[src/rtl/contador_pkg.sv]
// Shared types and defaults for the 4-bit counter command sequencer.
// Command opcodes match the CmdOp encoding on the sequencer port.
package contador_pkg;

    localparam int DEFAULT_WIDTH = 4;

    typedef enum logic [1:0] {
        OP_LOAD = 2'b00,
        OP_UP   = 2'b01,
        OP_DOWN = 2'b10,
        OP_GOTO = 2'b11
    } cmd_op_e;

    typedef enum logic [1:0] {
        S_IDLE,
        S_LOAD,
        S_RUN,
        S_DONE
    } state_e;

endpackage

[src/rtl/seq_step_counter.sv]
// Loadable down-counter holding the remaining step count of an UP/DOWN command.
// Flags tell the sequencer when no steps remain and when the current step is the last one.
module seq_step_counter #(
    parameter int WIDTH = 4
) (
    input  logic             Clock,
    input  logic             Reset,
    input  logic             load,
    input  logic [WIDTH-1:0] load_value,
    input  logic             dec,
    output logic [WIDTH-1:0] count,
    output logic             zero,
    output logic             last
);

    // NOTE: non-blocking assignments so every register samples pre-edge values.
    always_ff @(posedge Clock or negedge Reset) begin
        if (!Reset) begin
            count <= '0;
        end else if (load) begin
            count <= load_value;
        end else if (dec && !zero) begin
            count <= count - WIDTH'(1);
        end
    end

    assign zero = (count == '0);
    assign last = (count == WIDTH'(1));

endmodule

[src/rtl/contador_sequencer.sv]
// Command-driven controller for the external up/down counter with load.
// Accepts LOAD / UP N / DOWN N / GOTO commands and reports Busy, Done, Wrapped and Aborted.
module contador_sequencer
    import contador_pkg::*;
#(
    parameter int WIDTH = DEFAULT_WIDTH
) (
    input  logic             Clock,
    input  logic             Reset,
    input  logic             CmdValid,
    output logic             CmdReady,
    input  logic [1:0]       CmdOp,
    input  logic [WIDTH-1:0] CmdArg,
    input  logic             Abort,
    output logic             CntLoad,
    output logic             CntUpDown,
    output logic             CntEnable,
    output logic [WIDTH-1:0] CntEntrada,
    input  logic [WIDTH-1:0] CntSaida,
    output logic             Busy,
    output logic             Done,
    output logic             Wrapped,
    output logic             Aborted
);

    state_e            state_q;
    state_e            state_d;
    cmd_op_e           op_q;
    cmd_op_e           cmd_op;
    logic [WIDTH-1:0]  arg_q;
    logic              up_q;
    logic              cmd_up;
    logic              wrapped_q;
    logic              aborted_q;

    logic              accept;
    logic              abort_hit;
    logic              wrap_hit;
    logic              step_dec;
    logic              step_zero;
    logic              step_last;
    logic [WIDTH-1:0]  step_count;
    logic [WIDTH-1:0]  saida_next;

    assign cmd_op = cmd_op_e'(CmdOp);

    // GOTO direction is frozen at acceptance; equal values never enter RUN.
    assign cmd_up = (cmd_op == OP_UP) || ((cmd_op == OP_GOTO) && (CmdArg > CntSaida));

    // Value the counter will show after the current enabled step.
    assign saida_next = up_q ? (CntSaida + WIDTH'(1)) : (CntSaida - WIDTH'(1));

    seq_step_counter #(
        .WIDTH (WIDTH)
    ) u_step_counter (
        .Clock      (Clock),
        .Reset      (Reset),
        .load       (accept),
        .load_value (CmdArg),
        .dec        (step_dec),
        .count      (step_count),
        .zero       (step_zero),
        .last       (step_last)
    );

    always_comb begin
        // NOTE: every output and next-state term gets a default first so no path infers a latch.
        state_d    = state_q;
        accept     = 1'b0;
        abort_hit  = 1'b0;
        wrap_hit   = 1'b0;
        step_dec   = 1'b0;
        CmdReady   = 1'b0;
        CntLoad    = 1'b0;
        CntUpDown  = 1'b0;
        CntEnable  = 1'b0;
        CntEntrada = '0;
        Busy       = 1'b0;
        Done       = 1'b0;

        unique case (state_q)
            S_IDLE: begin
                CmdReady = 1'b1;
                if (CmdValid) begin
                    accept = 1'b1;
                    unique case (cmd_op)
                        OP_LOAD:        state_d = S_LOAD;
                        OP_UP, OP_DOWN: state_d = (CmdArg == '0) ? S_DONE : S_RUN;
                        OP_GOTO:        state_d = (CmdArg == CntSaida) ? S_DONE : S_RUN;
                        default:        state_d = S_IDLE;
                    endcase
                end
            end

            S_LOAD: begin
                Busy       = 1'b1;
                CntLoad    = 1'b1;
                CntEntrada = arg_q;
                abort_hit  = Abort;
                state_d    = S_DONE;
            end

            S_RUN: begin
                Busy      = 1'b1;
                CntUpDown = up_q;
                abort_hit = Abort;
                if (op_q == OP_GOTO) begin
                    CntEnable = (CntSaida != arg_q);
                    // Exit on the step that lands on the target, so DONE already shows it.
                    if (!CntEnable || (saida_next == arg_q)) begin
                        state_d = S_DONE;
                    end
                end else begin
                    CntEnable = !step_zero;
                    step_dec  = CntEnable;
                    if (step_last || step_zero) begin
                        state_d = S_DONE;
                    end
                end
                if (Abort) begin
                    state_d = S_DONE;
                end
                wrap_hit = CntEnable && (up_q ? (CntSaida == '1) : (CntSaida == '0));
            end

            S_DONE: begin
                Done    = 1'b1;
                state_d = S_IDLE;
            end

            default: state_d = S_IDLE;
        endcase
    end

    always_ff @(posedge Clock or negedge Reset) begin
        if (!Reset) begin
            state_q   <= S_IDLE;
            op_q      <= OP_LOAD;
            arg_q     <= '0;
            up_q      <= 1'b0;
            wrapped_q <= 1'b0;
            aborted_q <= 1'b0;
        end else begin
            state_q <= state_d;
            if (accept) begin
                op_q      <= cmd_op;
                arg_q     <= CmdArg;
                up_q      <= cmd_up;
                wrapped_q <= 1'b0;
                aborted_q <= 1'b0;
            end else begin
                if (wrap_hit) begin
                    wrapped_q <= 1'b1;
                end
                if (abort_hit) begin
                    aborted_q <= 1'b1;
                end
            end
        end
    end

    assign Wrapped = wrapped_q;
    assign Aborted = aborted_q;

endmodule

[config.mk]
export PLATFORM = sky130hd
export DESIGN_NAME = contador_sequencer
export DESIGN_NICKNAME = d
export VERILOG_FILES = /design/src/rtl/contador_pkg.sv /design/src/rtl/seq_step_counter.sv /design/src/rtl/contador_sequencer.sv
export SDC_FILE = /design/constraint.sdc
export NUM_CORES = 1
export LEC_CHECK = 0
export ABC_AREA = 0
export CAP_MARGIN = 10
export CELL_PAD_IN_SITES_DETAIL_PLACEMENT = 0
export CELL_PAD_IN_SITES_GLOBAL_PLACEMENT = 1
export CORE_MARGIN = 3
export CORE_UTILIZATION = 37
export DETAILED_ROUTE_END_ITERATION = 10
export PLACE_DENSITY_LB_ADDON = 0.2
export SLEW_MARGIN = 10
export SYNTH_ARGS = -nofsm -noshare
export SYNTH_HDL_FRONTEND = slang
export SYNTH_SLANG_ARGS = --single-unit
[constraint.sdc]
create_clock -name Clock -period 2 [get_ports Clock]
set_input_delay 0.3 -clock Clock [delete_from_list [all_inputs] [get_ports Clock]]
set_output_delay 0.3 -clock Clock [all_outputs]
set_load 0.02 [all_outputs]
==> impl_metrics.py, run 1 <==
metrics = {
    "outcome": {
        "outcome": "finished, final reports clean",
    },
    "route": {
        "drc": 0,
        "avgViaCountPerCell": 4.92,
        "routed_wl_um": 3010,
        "ant_nets": 0,
        "first_pass_iters": 4,
        "vias": 1112,
        "wire_per_inst_um": 13.3,
        "drtIter0Drc": 64,
    },
    "timing": {
        "period_minus_slack_ns": 1.93,
        "rsz0062_at_grt": "yes",
        "hold_violations": 0,
        "finalSetupViolations": 0,
        "maxSlewHeadroom": 0.725,
        "fin_crit_sh": 0.963,
        "tightest_slew_ns": 0.412,
        "clock_skew_ns": 0.0130,
        "fmax_ghz": 0.519,
        "setup_tns_ns": 0,
        "drv_slew": 0,
        "holdWs_ns": 0.302,
        "setup_slack_ns": 0.0749,
    },
    "clocking": {
        "cts_max_level": 1,
        "cts_tree": "built",
        "root_buffer": "clkbuf_4",
        "clk_pin_slew_worst_paths_ns": 0.11,
        "cts_sinks": 15,
        "cts_hold_buf": 0,
        "cts_buffer_depth": 2,
        "clkLatencyLatePin_ns": 0.30,
        "cts_made_buffers": 3,
    },
    "synth": {
        "syn_nets": 163,
        "ys_warn_count": 0,
        "syn_avg_cell_area_um2": 8.87,
        "ys_seq_area_frac": 0.321,
        "async_flop_share": 1.00,
        "synth-edff-count": 0,
        "synth_ff_type": "dfrtp_1",
        "netlist_instances": 132,
        "synth_area_um2": 1170,
        "netlist-cell-type-count": 31,
        "yosys_register_bits": 15,
    },
    "power": {
        "p_comb_frac": 0.683,
        "peakVddDrop_v": 0.00101,
        "sequentialPowerShare": 0.239,
        "p_int_mw": 1.37,
        "power_leakage_nw": 0.855,
        "p_sw_frac": 0.432,
        "clock_power_share": 0.078,
        "power_density_nw_per_um2": 1390,
        "switching_power_mw": 1.04,
    },
    "place": {
        "gp_congestion": 0.838,
        "place_ws_ns": -0.390,
        "dpl.cell_count": 219,
        "dp_hpwl_um": 2350,
        "io_buffer_count": 25,
    },
    "finish": {
        "drive_above_1_share": 0.255,
        "multi_input_area_um2": 779,
        "diodes": 0,
        "seq_area_um2": 377,
        "syn_to_final_growth_pct": 47.5,
        "instances_no_fill": 226,
        "fin_nets": 216,
        "n_fill_cell": 265,
    },
    "hold_path": {
        "hold_path.class": "input pin to async pin",
    },
    "setup_path": {
        "crit_type": "input pin to flop",
        "endpoint_kind": "flop",
        "cp_max_fo": 3,
        "start_kind": "input pin",
        "arrival_ns": 2.13,
        "worstPathRequired_ns": 2.21,
    },
    "grt": {
        "grt-ovfl-total": 0,
        "grt_pass1_wl_um": 5060,
        "groute.usage.overall": 0.158,
        "grt_pass1_vias": 1137,
        "grt_max_degree": 16,
        "antenna_found_initial": 0,
    },
    "floorplanning": {
        "core_um2": 2880,
        "num_rows": 19,
        "fp.dieH_um": 62.3,
        "die_w_um": 62.3,
        "num_io_pins": 26,
        "initial_core_util": 0.407,
        "dieArea_um2": 3880,
    },
    "run": {
        "max-cap-violations": 0,
    },
}
power groups by stage:
stage / registers, mW / clock network (mW) / logic, mW
after floorplan: 0.587 / 0 / 0.912
after global placement: 0.566 / 0 / 1.52
after detailed placement: 0.571 / 0 / 1.55
after CTS: 0.571 / 0.193 / 1.54
after global routing: 0.591 / 0.205 / 1.82
final: 0.576 / 0.189 / 1.64
layout make-up:
cell class,count,share of cell area
Multi-Input combinational cell,101,0.451
Timing Repair Buffer,50,0.253
Sequential cell,15,0.218
Inverter,14,0.0304
Tap cell,42,0.0304
Clock buffer,3,0.0130
Clock inverter,1,0.00434
cell usage after synthesis, types with 2 or more instances:
cell type	number	share of area
and2_1	6	0.032
o21a_1	2	0.013
o21ai_1	6	0.026
nand3_1	2	0.0085
dfrtp_1	15	0.32
nor2_1	7	0.022
nor3_1	3	0.013
o21ai_0	3	0.013
nor2b_1	3	0.016
xor2_1	3	0.022
clkbuf_1	2	0.0064
inv_1	14	0.045
xnor2_1	8	0.060
a21oi_1	7	0.030
nand2_1	20	0.064
ha_1	16	0.17
registers in the layout, summed over array words and instances (netlist names):
signal / count
arg_q: 4
u_step_counter.count: 4
op_q: 2
state_q: 2
Aborted: 1
Wrapped: 1
up_q: 1
metrics by stage:
stage	total power, mW	instance area, µm²	util
5_1_grt	2.62	1730	0.601
6_report	2.41	1730	0.601
3_3_place_gp	2.09	1630	0.567
4_1_cts	2.31	1680	0.583
3_5_place_dp	2.12	1630	0.567
2_1_floorplan	1.50	1170	-
worst max-delay path, stage by stage:
cell and delay, ns:
clkdlybuf4s50_1 0.51, ha_4 0.32, xor2_1 0.17, xnor2_1 0.15, nor3_2 0.08, a31oi_2 0.24
buf_4 0.16, mux2i_2 0.20
routing by layer:
| layer | wire length (µm) | track usage |
|---|---|---|
| met5 | 0 | 0 |
| met4 | 21 | 0.0358 |
| met3 | 166 | 0.0378 |
| met2 | 1430 | 0.265 |
| met1 | 1390 | 0.207 |
cell usage in the layout (no fill, tap or decap), types with 6 or more instances in the layout:
cell             instances
ha_1                    13
dlygate4sd2_1            6
inv_1                   11
xnor2_1                  7
nor2_1                   7
and2_1                   6
buf_4                   25
a21oi_1                  7
dfrtp_1                 14
o21ai_1                  6
nand2_1                 20
clkdlybuf4s50_1         14
path summary, 6_finish.rpt:
kind                                   from                      end  slack [ns]  cells past startpoint
worst max-delay path            CntSaida[2]               state_q[0]        0.07                      8
min in group Clock                  Aborted                  Aborted        0.52                      2
max in group asynchronous             Reset                     up_q        1.49                      2
worst min register to register      Aborted                  Aborted        0.52                      2
worst max register to register         up_q               state_q[1]        0.09                      6
worst min-delay path                  Reset  u_step_counter.count[0]        0.30                      2
timing repair:
action	in CTS	in global routing
hold endpoints to repair	0	0
setup buffers	1	2
resized for setup	17	13
endpoints found under the setup margin	10	7
pin swaps	2	5
cell families (layout without fill, tap and decap cells):
kind of cell	count (synthesis)	in the layout	synth area share
AOI/OAI and AO/OA	25	25	0.143
xor gates and xnor gates	12	12	0.0962
adders and majority gates	17	17	0.188
buffers and inverters	16	68	0.0513
DFF	15	15	0.321
muxes	2	2	0.0214
and+or+nand+nor	45	45	0.180
(Power assumes the default switching activity.)
==> inputs of run 2 (changes only) <==
- CTS_CLUSTER_SIZE: default -> 30
==> results of run 2 <==
Final layout, timing and power as in run 1 (identical DEF).
==> inputs of run 3 (changes only) <==
- CAP_MARGIN: 10 -> 20
- PLACE_DENSITY: default -> 0.81
- PLACE_DENSITY_LB_ADDON: 0.2 -> default
- SLEW_MARGIN: 10 -> default
==> run 3 against run 2 <==
  * Clock power decreased by 3%
  * First-iteration DRC count decreased by 31%
  * Sequential cell count unchanged
  * Cell count decreased by 1.3%
  * Global-route usage increased by 0.43 points
  * Cell area decreased by 2.5%
  * Combinational power decreased by 5%
  * Worst setup slack got worse by 0.0024 ns
  * Largest power group unchanged
==> impl_metrics.py, run 3 (same netlist as run 1, synthesis figures left out) <==
metrics = {
    "clocking": {
        "root_buffer": "clkbuf_4",
        "clkLatencyLatePin_ns": 0.29,
        "cts_hold_buf": 0,
        "cts_max_level": 1,
        "cts_made_buffers": 3,
        "cts_tree": "built",
        "cts_buffer_depth": 2,
        "cts_sinks": 15,
        "clk_pin_slew_worst_paths_ns": 0.11,
    },
    "finish": {
        "fin_nets": 213,
        "fin_area_um2": 1680,
        "mostFrequentLayoutCells": "buf_4 (22), nand2_1 (20), dfrtp_1 (15)",
        "syn_to_final_growth_pct": 43.8,
        "diodes": 0,
        "instances_no_fill": 223,
        "drive_above_1_share": 0.238,
        "largestRegisters": "arg_q (4), u_step_counter.count (4)",
        "final_util": 0.585,
        "final_common_cell": "buf_4",
    },
    "power": {
        "total_power_mw": 2.31,
        "clock_power_share": 0.080,
        "power_leakage_nw": 0.829,
        "p_comb_frac": 0.671,
        "sequentialPowerShare": 0.249,
        "switching_power_mw": 1.00,
        "p_int_mw": 1.31,
        "p_sw_frac": 0.433,
        "power_density_nw_per_um2": 1370,
        "peakVddDrop_v": 0.000651,
    },
    "timing": {
        "fin_crit_sh": 0.964,
        "fmax_ghz": 0.519,
        "maxSlewHeadroom": 0.720,
        "holdWs_ns": 0.306,
        "rsz0062_at_grt": "yes",
        "tightest_slew_ns": 0.418,
        "clock_skew_ns": 0.0114,
        "drv_slew": 0,
        "hold_violations": 0,
        "finalSetupViolations": 0,
        "period_minus_slack_ns": 1.93,
    },
    "floorplanning": {
        "num_rows": 19,
        "initial_core_util": 0.407,
        "num_io_pins": 26,
        "dieArea_um2": 3880,
        "fp.dieH_um": 62.3,
        "die_w_um": 62.3,
        "core_um2": 2880,
    },
    "setup_path": {
        "slowest_delay_ns": 0.41,
        "path_delay_family": "buffers and inverters",
        "crit_type": "flop to primary output",
        "crit_chain": "buf_4, inv_1, ha_2, and2_1, dlygate4sd2_1",
        "start_kind": "flop",
        "crit_path_top_delay_cell": "dfrtp_1",
        "startpoint": "state_q[1]",
        "arrival_ns": 1.63,
        "endpoint_kind": "primary output",
        "regToRegSetupSlack_ns": 0.09,
        "cp_max_fo": 5,
        "reg2reg_from": "up_q",
        "critPathBufInv": 3,
        "worstPathRequired_ns": 1.70,
    },
    "grt": {
        "grt-ovfl-total": 0,
        "grt_pass1_wl_um": 5090,
        "grt_max_degree": 16,
        "groute.usage.overall": 0.163,
        "antenna_found_initial": 0,
        "grt_pass1_vias": 1079,
    },
    "route": {
        "drtIter0Drc": 44,
        "wire_per_inst_um": 13.3,
        "avgViaCountPerCell": 4.79,
        "drc": 0,
        "routed_wl_um": 2970,
        "first_pass_iters": 4,
        "ant_nets": 0,
        "vias": 1068,
    },
    "place": {
        "io_buffer_count": 25,
        "dp_hpwl_um": 2430,
        "gp_congestion": 0.838,
        "dpl.cell_count": 219,
        "dpl_cell_area_um2": 1630,
    },
    "run": {
        "max-cap-violations": 0,
    },
    "outcome": {
        "outcome": "finished, final reports clean",
    },
    "hold_path": {
        "hold_path.class": "input pin to async pin",
    },
}
==> run 3: worst paths after layout <==
kind / endpoint / cells after the start
setup / recovery: CntEntrada[2] / 5
hold / removal: u_step_counter.count[1] / 2
setup reg to reg: state_q[1] / 7
hold reg to reg: Aborted / 2
max in group asynchronous: arg_q[3] / 2
min in group Clock: Aborted / 2
==> run 3: power by group through the flow <==
stage	logic [mW]	clock network, mW	registers, mW
after floorplan	0.912	0	0.587
after global placement	1.51	0	0.569
after detailed placement	1.55	0	0.572
after CTS	1.50	0.192	0.566
after global routing	1.72	0.206	0.592
final	1.55	0.184	0.574
==> run 3: per-stage QoR <==
step | worst slack (ns) | TNS [ns]
after floorplan | 0.163 | 0
after global placement | -0.339 | -0.996
after detailed placement | -0.407 | -1.25
after CTS | 0.00350 | 0
after global routing | -0.0275 | -0.0410
final | 0.0725 | 0
==> run 3: area by class of cell <==
class | instances | area, µm²
inverter | 14 | 52.6
fill | 258 | 1190
clock buffer | 3 | 22.5
timing repair buffer | 47 | 405
clock inverter | 1 | 5.00
tap | 42 | 52.6
sequential | 15 | 375
multi-input combinational | 101 | 771
==> run 3: per-layer routing <==
layer	wire, µm	up-vias	global-route usage
met5	0	-	0
met4	0	0	0.0220
met3	131	0	0.0432
met2	1440	27	0.270
met1	1400	501	0.217
li1	-	540	-
==> run 3: what timing repair did <==
item,in CTS,in global routing
gates resized for setup,18,13
pin swaps,3,3
buffers inserted,0,0
endpoints found under the setup margin,11,7
==> run 3: worst register-to-register path, stage by stage (launching register included) <==
cell	delay, ns
dfrtp_1	0.45
inv_2	0.09
ha_1	0.29
a21o_2	0.19
a21oi_1	0.17
xnor2_1	0.12
a31oi_2	0.19
mux2_4	0.32
